**config.mk**
```make
export PLATFORM = sky130hd
export DESIGN_NAME = uart_rx_engine
export DESIGN_NICKNAME = d
export VERILOG_FILES = /design/src/rtl/uart_rx_engine.sv
export SDC_FILE = /design/constraint.sdc
export NUM_CORES = 1
export LEC_CHECK = 0
export BUFFER_PORTS_ARGS = -buffer_cell sky130_fd_sc_hd__buf_2
export CAP_MARGIN = 15
export CORE_AREA = 2 2 93 95
export CTS_CLUSTER_SIZE = 14
export DETAILED_ROUTE_END_ITERATION = 6
export DIE_AREA = 0 0 95 97
export PLACE_DENSITY = 0.66
export SYNTH_ARGS = -nofsm -noshare
export SYNTH_HDL_FRONTEND = slang
export SYNTH_SLANG_ARGS = --single-unit
```
**constraint.sdc**
```tcl
create_clock -name clk -period 10.3 [get_ports clk]
set_input_delay 1.03 -clock clk [delete_from_list [all_inputs] [get_ports clk]]
set_output_delay 1.03 -clock clk [all_outputs]
set_load 0.01 [all_outputs]
```
**src/rtl/uart_rx_engine.sv**
```systemverilog
// UART receive engine: sync, sample and reassemble 7/8-bit frames.
// Optional RX_MAJORITY_EN adds a 3-tap majority glitch filter.
// Ports: clk, reset (async, active-low), baud_value, EIGHT, PEN,
//   OHEL, RX, rd_clr -> rx_data, rx_rdy, perr, ferr, ovf.
`timescale 1ns/1ps

module uart_rx_engine #(
  parameter int CLK_FREQ    = 100_000_000,
  parameter int SYNC_STAGES = 2
) (
  input  logic       clk,
  input  logic       reset,
  input  logic [3:0] baud_value,
  input  logic       EIGHT,
  input  logic       PEN,
  input  logic       OHEL,
  input  logic       RX,
  input  logic       rd_clr,
  output logic [7:0] rx_data,
  output logic       rx_rdy,
  output logic       perr,
  output logic       ferr,
  output logic       ovf
);

  function automatic int kcalc(input int b);
    return (CLK_FREQ + b / 2) / b;
  endfunction

  localparam int K300  = kcalc(300);
  localparam int K1K2  = kcalc(1200);
  localparam int K2K4  = kcalc(2400);
  localparam int K4K8  = kcalc(4800);
  localparam int K9K6  = kcalc(9600);
  localparam int K19K  = kcalc(19200);
  localparam int K38K  = kcalc(38400);
  localparam int K57K  = kcalc(57600);
  localparam int K115K = kcalc(115200);
  localparam int K230K = kcalc(230400);
  localparam int K460K = kcalc(460800);
  localparam int K921K = kcalc(921600);
  localparam int CW    = $clog2(K300 + 1);

  function automatic logic [CW-1:0] bit_time(input logic [3:0] sel);
    logic [CW-1:0] k;
    unique case (sel)
      4'd0:    k = CW'(K300);
      4'd1:    k = CW'(K1K2);
      4'd2:    k = CW'(K2K4);
      4'd3:    k = CW'(K4K8);
      4'd4:    k = CW'(K9K6);
      4'd5:    k = CW'(K19K);
      4'd6:    k = CW'(K38K);
      4'd7:    k = CW'(K57K);
      4'd9:    k = CW'(K230K);
      4'd10:   k = CW'(K460K);
      4'd11:   k = CW'(K921K);
      default: k = CW'(K115K);
    endcase
    return k;
  endfunction

  typedef enum logic [2:0] {
    IDLE, START, DATA, PAR, STOP
  } state_t;

  state_t state, state_d;

  logic [SYNC_STAGES-1:0] sync_q;
  logic                   rx_s;
  logic                   rx_q;
  logic                   fall;
  logic [CW-1:0]          cnt;
  logic [CW-1:0]          k_cur;
  logic [CW-1:0]          k_live;
  logic                   tick;
  logic [2:0]             bcnt;
  logic [2:0]             last;
  logic [7:0]             sh;
  logic [7:0]             data_w;
  logic [3:0]             baud_q;
  logic                   eight_q;
  logic                   pen_q;
  logic                   ohel_q;
  logic                   par_q;
  logic                   stop_q;
  logic                   done;

  always_ff @(posedge clk or negedge reset) begin
    if (!reset) sync_q <= '1;
    else        sync_q <= {sync_q[SYNC_STAGES-2:0], RX};
  end

`ifdef RX_MAJORITY_EN
  logic [2:0] maj_q;

  always_ff @(posedge clk or negedge reset) begin
    if (!reset) maj_q <= '1;
    else        maj_q <= {maj_q[1:0], sync_q[SYNC_STAGES-1]};
  end

  assign rx_s = (maj_q[0] & maj_q[1]) |
                (maj_q[0] & maj_q[2]) |
                (maj_q[1] & maj_q[2]);
`else
  assign rx_s = sync_q[SYNC_STAGES-1];
`endif

  always_ff @(posedge clk or negedge reset) begin
    if (!reset) rx_q <= 1'b1;
    else        rx_q <= rx_s;
  end

  assign fall = rx_q & ~rx_s;

  // The half-bit start check runs before the config is latched,
  // so it uses the live baud select.
  always_comb begin
    k_cur  = bit_time(baud_q);
    k_live = bit_time(baud_value);
    if (state == START) tick = (cnt == (k_live >> 1) - CW'(1));
    else                tick = (cnt == k_cur - CW'(1));
    last   = eight_q ? 3'd7 : 3'd6;
    data_w = eight_q ? sh : {1'b0, sh[7:1]};
  end

  always_ff @(posedge clk or negedge reset) begin
    if (!reset) state <= IDLE;
    else        state <= state_d;
  end

  always_comb begin
    state_d = state;
    unique case (state)
      IDLE:  if (fall) state_d = START;
      START: if (tick) state_d = rx_s ? IDLE : DATA;
      DATA:
        if (tick && bcnt == last)
          state_d = pen_q ? PAR : STOP;
      PAR:   if (tick) state_d = STOP;
      STOP:  if (tick) state_d = IDLE;
      default: state_d = IDLE;
    endcase
  end

  always_ff @(posedge clk or negedge reset) begin
    if (!reset) begin
      cnt     <= '0;
      bcnt    <= '0;
      sh      <= '0;
      baud_q  <= '0;
      eight_q <= 1'b0;
      pen_q   <= 1'b0;
      ohel_q  <= 1'b0;
      par_q   <= 1'b0;
      stop_q  <= 1'b0;
      done    <= 1'b0;
    end else begin
      done <= (state == STOP) && tick;
      if (state == IDLE || tick) cnt <= '0;
      else                       cnt <= cnt + CW'(1);
      if (state == IDLE) bcnt <= '0;
      if (state == START && tick && !rx_s) begin
        baud_q  <= baud_value;
        eight_q <= EIGHT;
        pen_q   <= PEN;
        ohel_q  <= OHEL;
      end
      if (state == DATA && tick) begin
        sh   <= {rx_s, sh[7:1]};
        bcnt <= bcnt + 3'd1;
      end
      if (state == PAR && tick)  par_q  <= rx_s;
      if (state == STOP && tick) stop_q <= rx_s;
    end
  end

  // A completing frame beats a same-cycle read strobe.
  always_ff @(posedge clk or negedge reset) begin
    if (!reset) begin
      rx_data <= '0;
      rx_rdy  <= 1'b0;
      perr    <= 1'b0;
      ferr    <= 1'b0;
      ovf     <= 1'b0;
    end else if (done) begin
      rx_data <= data_w;
      rx_rdy  <= 1'b1;
      ferr    <= ~stop_q;
      perr    <= pen_q & (^data_w ^ par_q ^ ohel_q);
      ovf     <= rx_rdy & ~rd_clr;
    end else if (rd_clr) begin
      rx_rdy <= 1'b0;
      perr   <= 1'b0;
      ferr   <= 1'b0;
      ovf    <= 1'b0;
    end
  end

endmodule

```
After elaboration in Yosys (flattened, before gate mapping)
Memory sizes are Yosys's and may differ from the RTL's.
Cells that the tools add are included.
- add/sub/neg operators: 4
- bitwise gates (word level): 8
- equal/unequal tests: 12
- magnitude comparators: 0
- shift-type cells: 0
- $mul: 0
- muxes and demuxes: 19
- divide/modulo/power cells: 0
- reduce and logical (&&, ||, !) cells: 13
- operators with widths (operator ; number):
    $eq 19x19->1 ; 2
    $mux 3 ; 8
    $add 19x1->19 const B ; 1
    $mux 19 ; 1
    $sub 18x1->19 const B ; 1
    $sub 19x1->19 const B ; 1
    $pmux 3 s5 ; 1
    $ne 2x2->1 const B ; 5
    $mux 8 ; 1
    $reduce_xor 8->1 ; 1
    $mux 1 ; 7
    $eq 3x2->1 const B ; 2
    $logic_and 1x1->1 ; 6
    $reduce_and 5->1 ; 1
    $reduce_bool 2->1 ; 2
    $add 3x1->3 const B ; 1
    $and 1x1->1 ; 3
    $eq 3x1->1 const B ; 1
    $eq 3x3->1 ; 1
    $eq 3x3->1 const B ; 1
    $logic_not 3->1 ; 1
    $not 1->1 ; 3
    $mux 2 ; 1
    $xor 1x1->1 ; 2
    2 further kinds ; 2
- memory bits (read-only): 576
- word-level logic and storage cells: 76
- flip-flop bits (word level): 58
- bits of input ports: 11
- output and inout bits: 12
- latch bits: 0
- memories: 2
- RAM bits: 0
- memory list (memory ; words ; width ; read ports ; clocked after memory_dff ; write ports ; line ; RTL):
    (no name shown) ; 16 ; 18 ; 1 ; 0 ; 0 ; 46 ; unique case (sel)
    (no name shown) ; 16 ; 18 ; 1 ; 0 ; 0 ; 46 ;

Logic depth before layout (Yosys ltp)
An unclocked memory read counts as a cell.
- depth in word-level cells: 7
- depth in mapped cells: 14
- mapped depth without buffers: 12

Worst setup path after synthesis
No wires, ideal clock.
- path type: input to register
- start point: input port baud_value[0]
- end point: register stop_q
- data required time: 10.172 ns
- stages: 12
- library setup time: 0.128 ns
- data arrival time: 3.960 ns
- path slack: 6.212 ns
- buffers on the path: 0
- path through: inv_1 ha_1 mux2i_1 o221ai_1 o31a_1 ha_1 xnor2_1 nor4_1 or4b_4 a2111oi_4 nand4_1 mux2_1
- cells in the longest elaborated chain, start to end: 5
- ends and longest elaborated chain (element ; line ; RTL):
    start, declared ; 13 ; input logic [3:0] baud_value,
    $mem_v2 16x18 ; n/a ;
    $sub 18x1->19 ; 121 ; if (state == START) tick = (cnt == (k_live >> 1) - CW'(1));
    $eq 19x19->1 ; 121 ;
    $mux 1 ; 121 ;
    $logic_and 1x1->1 ; 174 ; if (state == STOP && tick) stop_q <= rx_s;
    end signal, assigned ; 174 ;
    end, declared ; 86 ; logic stop_q;
Every way passes these cells.
A chain may end at the register's enable or synchronous reset.

Final worst setup path
- start point: register state[0]
- end point: register state[1]
- cells in the longest elaborated chain, start to end: 5
- elaborated cells between the ends (all ways): 14
- those cells by class: 9 x eq/ne; 2 x mux; 3 x reduce/logical
- ends and longest elaborated chain (element ; line ; RTL):
    start, declared ; 67 ; state_t state, state_d;
    start signal, assigned ; 129 ; else state <= state_d;
    $eq 3x1->1 ; 121, 134 ;
    $mux 1 ; 121 ;
    $logic_and 1x1->1 ; 138 ; if (tick && bcnt == last)
    $ne 2x2->1 (no line) ; n/a ;
    $reduce_and 5->1 (no line) ; n/a ;
Several ways; a longest one is shown, not always the timed one.

==> results.py <==
metrics = {
    "timing": {
        "period_minus_slack_ns": 4.65,
        "tightest_slew_ns": 0.933,
        "max_slew_margin_pct": 37.5,
        "finalHoldViolCount": 0,
        "fin_crit_sh_pct": 45.1,
        "grt_setup_unrepaired": "no",
        "maxSlewViolCount": 0,
        "fin_skew_ns": 0.0111,
        "setup-tns-final_ns": 0,
        "max_freq_mhz": 215,
        "setup_violations": 0,
    },
    "yosys": {
        "yosysWarnings": 0,
        "synth_compound_area_share_pct": 15.0,
        "synth_area_sq_um": 4000,
        "synth.area.mux_share_pct": 7.98,
        "ys_ff_latch": 58,
        "synth-simple-area-share_pct": 22.2,
        "yosysMostFrequentCell": "dfrtp_1",
        "synth_edf_count": 0,
        "yosys-top-cells-count": "dfrtp_1 (55), nor2_1 (29), xnor2_1 (29)",
        "postSynth.asyncResetShare_pct": 100,
        "yosysUniqueCellTypes": 68,
        "netlist_top_cells_area": "dfrtp_1 (34%), xnor2_1 (6.3%), ha_1 (4.7%)",
        "yosys.area.top_type": "dfrtp_1",
        "syn_nets": 444,
        "synth_xor_area_share_pct": 9.63,
        "synth_seq_area_share_pct": 36.4,
        "ys_dominant_reg_cell": "dfrtp_1",
        "synth_top_family_by_area": "simple AND/OR/NAND/NOR gates",
        "yosysTopAreaCellShare_pct": 34.4,
        "synthCells": 418,
        "synth.avg_cell_area_sq_um": 9.57,
        "synth_fa_ha_area_share_pct": 4.69,
    },
    "final_layout": {
        "area_delta_synth_final_pct": 8.82,
        "nets": 457,
        "antenna_cells": 0,
        "drive_gt1_share_pct": 15.6,
    },
    "clock_network": {
        "postCtsSetupBuffers": 0,
        "cts.htree.levels": 3,
        "clockBufferDepth": 2,
        "clk_latency_ns": 0.34,
        "cts_made_buffers": 9,
        "cts-resized-gates": 0,
        "tritoncts": "done",
        "cts_root_buf": "clkbuf_8",
        "clkSlewWorstSetupHoldPaths_ns": 0.07,
        "cts_hold_buf": 0,
        "cts.sinks": 58,
    },
    "route": {
        "antenna_left": 0,
        "drt_iter0_drc": 170,
        "drc": 0,
        "wl_per_cell_um": 16.2,
        "dr.pass1.iters": 4,
        "viasPerCell": 5.77,
        "wirelength_um": 8730,
        "num_vias": 3114,
    },
    "global_route": {
        "overflow": 0,
        "grt_pass1_wl_um": 14600,
        "antenna_found_initial": 0,
        "grt_max_degree": 59,
        "grt_pass1_vias": 2935,
        "grt_usage_pct": 20.2,
    },
    "die": {
        "dieWidth_um": 95,
        "rows": 33,
        "pin_count": 23,
        "start_util_pct": 49.2,
        "die_area_sq_um": 9220,
        "die_h_um": 97,
        "coreArea_sq_um": 8130,
    },
    "run_status": {
        "outcome": "finished clean",
    },
    "power_and_ir_drop": {
        "leakagePower_nw": 1.91,
        "power_density_nw_per_um2": 181,
        "power.total_mw": 0.790,
        "irDropWorstVdd_mv": 0.0922,
    },
    "setup_path": {
        "crit_buf_inv": 0,
        "required_ns": 10.58,
        "reg2reg_setup_slack_ns": 5.65,
        "timing.rr.start": "state[0]",
        "critPathLaunch": "state[0]",
        "worst_setup_path_start_kind": "flop",
        "slowest_stage": "nor3b_2",
        "critical-path-top-delay-family": "simple AND/OR/NAND/NOR gates",
        "cp_max_fo": 20,
        "cp.arrival_ns": 4.93,
        "path_class": "reg -> reg",
        "critical-path-max-stage-delay_ns": 0.83,
        "crit_chain": "nor3b_2 -> o221ai_1 -> o31a_1 -> ha_1 -> xnor2_1 -> nor4_1 -> or4b_4 -> nor3_1 -> and3_1 -> a31o_1",
        "worstSetupEndpointType": "flop",
    },
    "placed_design": {
        "finalWeightedCongestion": 0.930,
        "port_buffers": 22,
        "hpwl_um": 6320,
    },
    "flow_run": {
        "maxCapViolCount": 0,
    },
    "hold_path": {
        "hold_start": "sync_q[0]",
        "worstHoldPathType": "reg -> reg",
    },
}
==> kinds of logic after synthesis <==
group                    after synthesis
AO/OA/AOI/OAI                         76
AND/OR/NAND/NOR                      157
flip-flops                            58
buffers and inverters                 38
adder cells (fa/ha/maj)               15
multiplexers                          30
XOR/XNOR                              44
==> cell type report <==
cell class,instances,area (sq um)
multi-input combinational,322,2390
inverter,16,60.1
clock buffer,10,138
clock inverter,5,55.1
fill,725,3780
tap,105,131
timing repair buffer,24,125
sequential,58,1460
==> layer usage <==
| layer | vias to the layer above | routed length, um | GRT usage [%] |
|---|---|---|---|
| met5 | - | 0 | 0 |
| met4 | 0 | 217 | 9.48 |
| met3 | 18 | 318 | 3.19 |
| met2 | 63 | 3910 | 28.4 |
| met1 | 1503 | 4280 | 30.1 |
| li1 | 1530 | - | - |
==> report_power, final <==
part	total, mW	switching [mW]	leakage, nW	internal (mW)
Sequential	0.273	0.0291	0.775	0.244
Combinational	0.307	0.184	1.04	0.123
Clock	0.210	0.0940	0.0941	0.116
Total	0.790	0.307	1.91	0.482
==> layout by cell type (no fill, tap or decap), drive strengths merged, types with 3 or more instances in the layout <==
cell type / count
clkbuf: 10
dfrtp: 55
and3: 9
a221oi: 3
nor4: 3
o21ai: 10
xnor2: 29
buf: 24
nand3: 17
nor3b: 3
nor4b: 3
o211ai: 5
o22ai: 3
nand2: 21
nor2: 29
and2: 3
nand3b: 5
a21oi: 16
nor3: 27
a2111oi: 3
nor2b: 5
or4: 4
a211oi: 6
mux2: 15
xor2: 15
inv: 16
nand2b: 16
a31oi: 3
ha: 15
o221ai: 3
a31o: 3
mux2i: 15
nand4: 5
dfstp: 3
==> through the flow <==
stage | hold slack [ns] | setup WS (ns) | instances | utilization (%) | cell area, sq um
after CTS | 0.358 | 5.71 | 540 | 53.5 | 4350
after global placement | 0.347 | 5.52 | 525 | 51.1 | 4160
final | 0.357 | 5.65 | 540 | 53.5 | 4350
after global routing | 0.358 | 5.29 | 540 | 53.5 | 4350
after floorplan | 0.345 | 6.21 | 418 | - | 4000
after detailed placement | 0.349 | 5.37 | 525 | 51.1 | 4160
==> final timing paths <==
check / cells past startpoint / to
min in group asynchronous: 2 / cnt[12]
max in group asynchronous: 2 / rx_data[7]
worst max register to register: 10 / state[1]
worst min register to register: 0 / sync_q[1]
worst max-delay path: 10 / state[1]
worst min-delay path: 0 / sync_q[1]
==> state kept, by name, indices dropped and copies added (netlist names) <==
name	flops
cnt	19
baud_q	4
ohel_q	1
pen_q	1
sync_q	2
par_q	1
perr	1
ovf	1
ferr	1
sh	8
rx_q	1
state	3
rx_rdy	1
bcnt	3
stop_q	1
done	1
eight_q	1
rx_data	8
(Power assumes the default switching activity.)
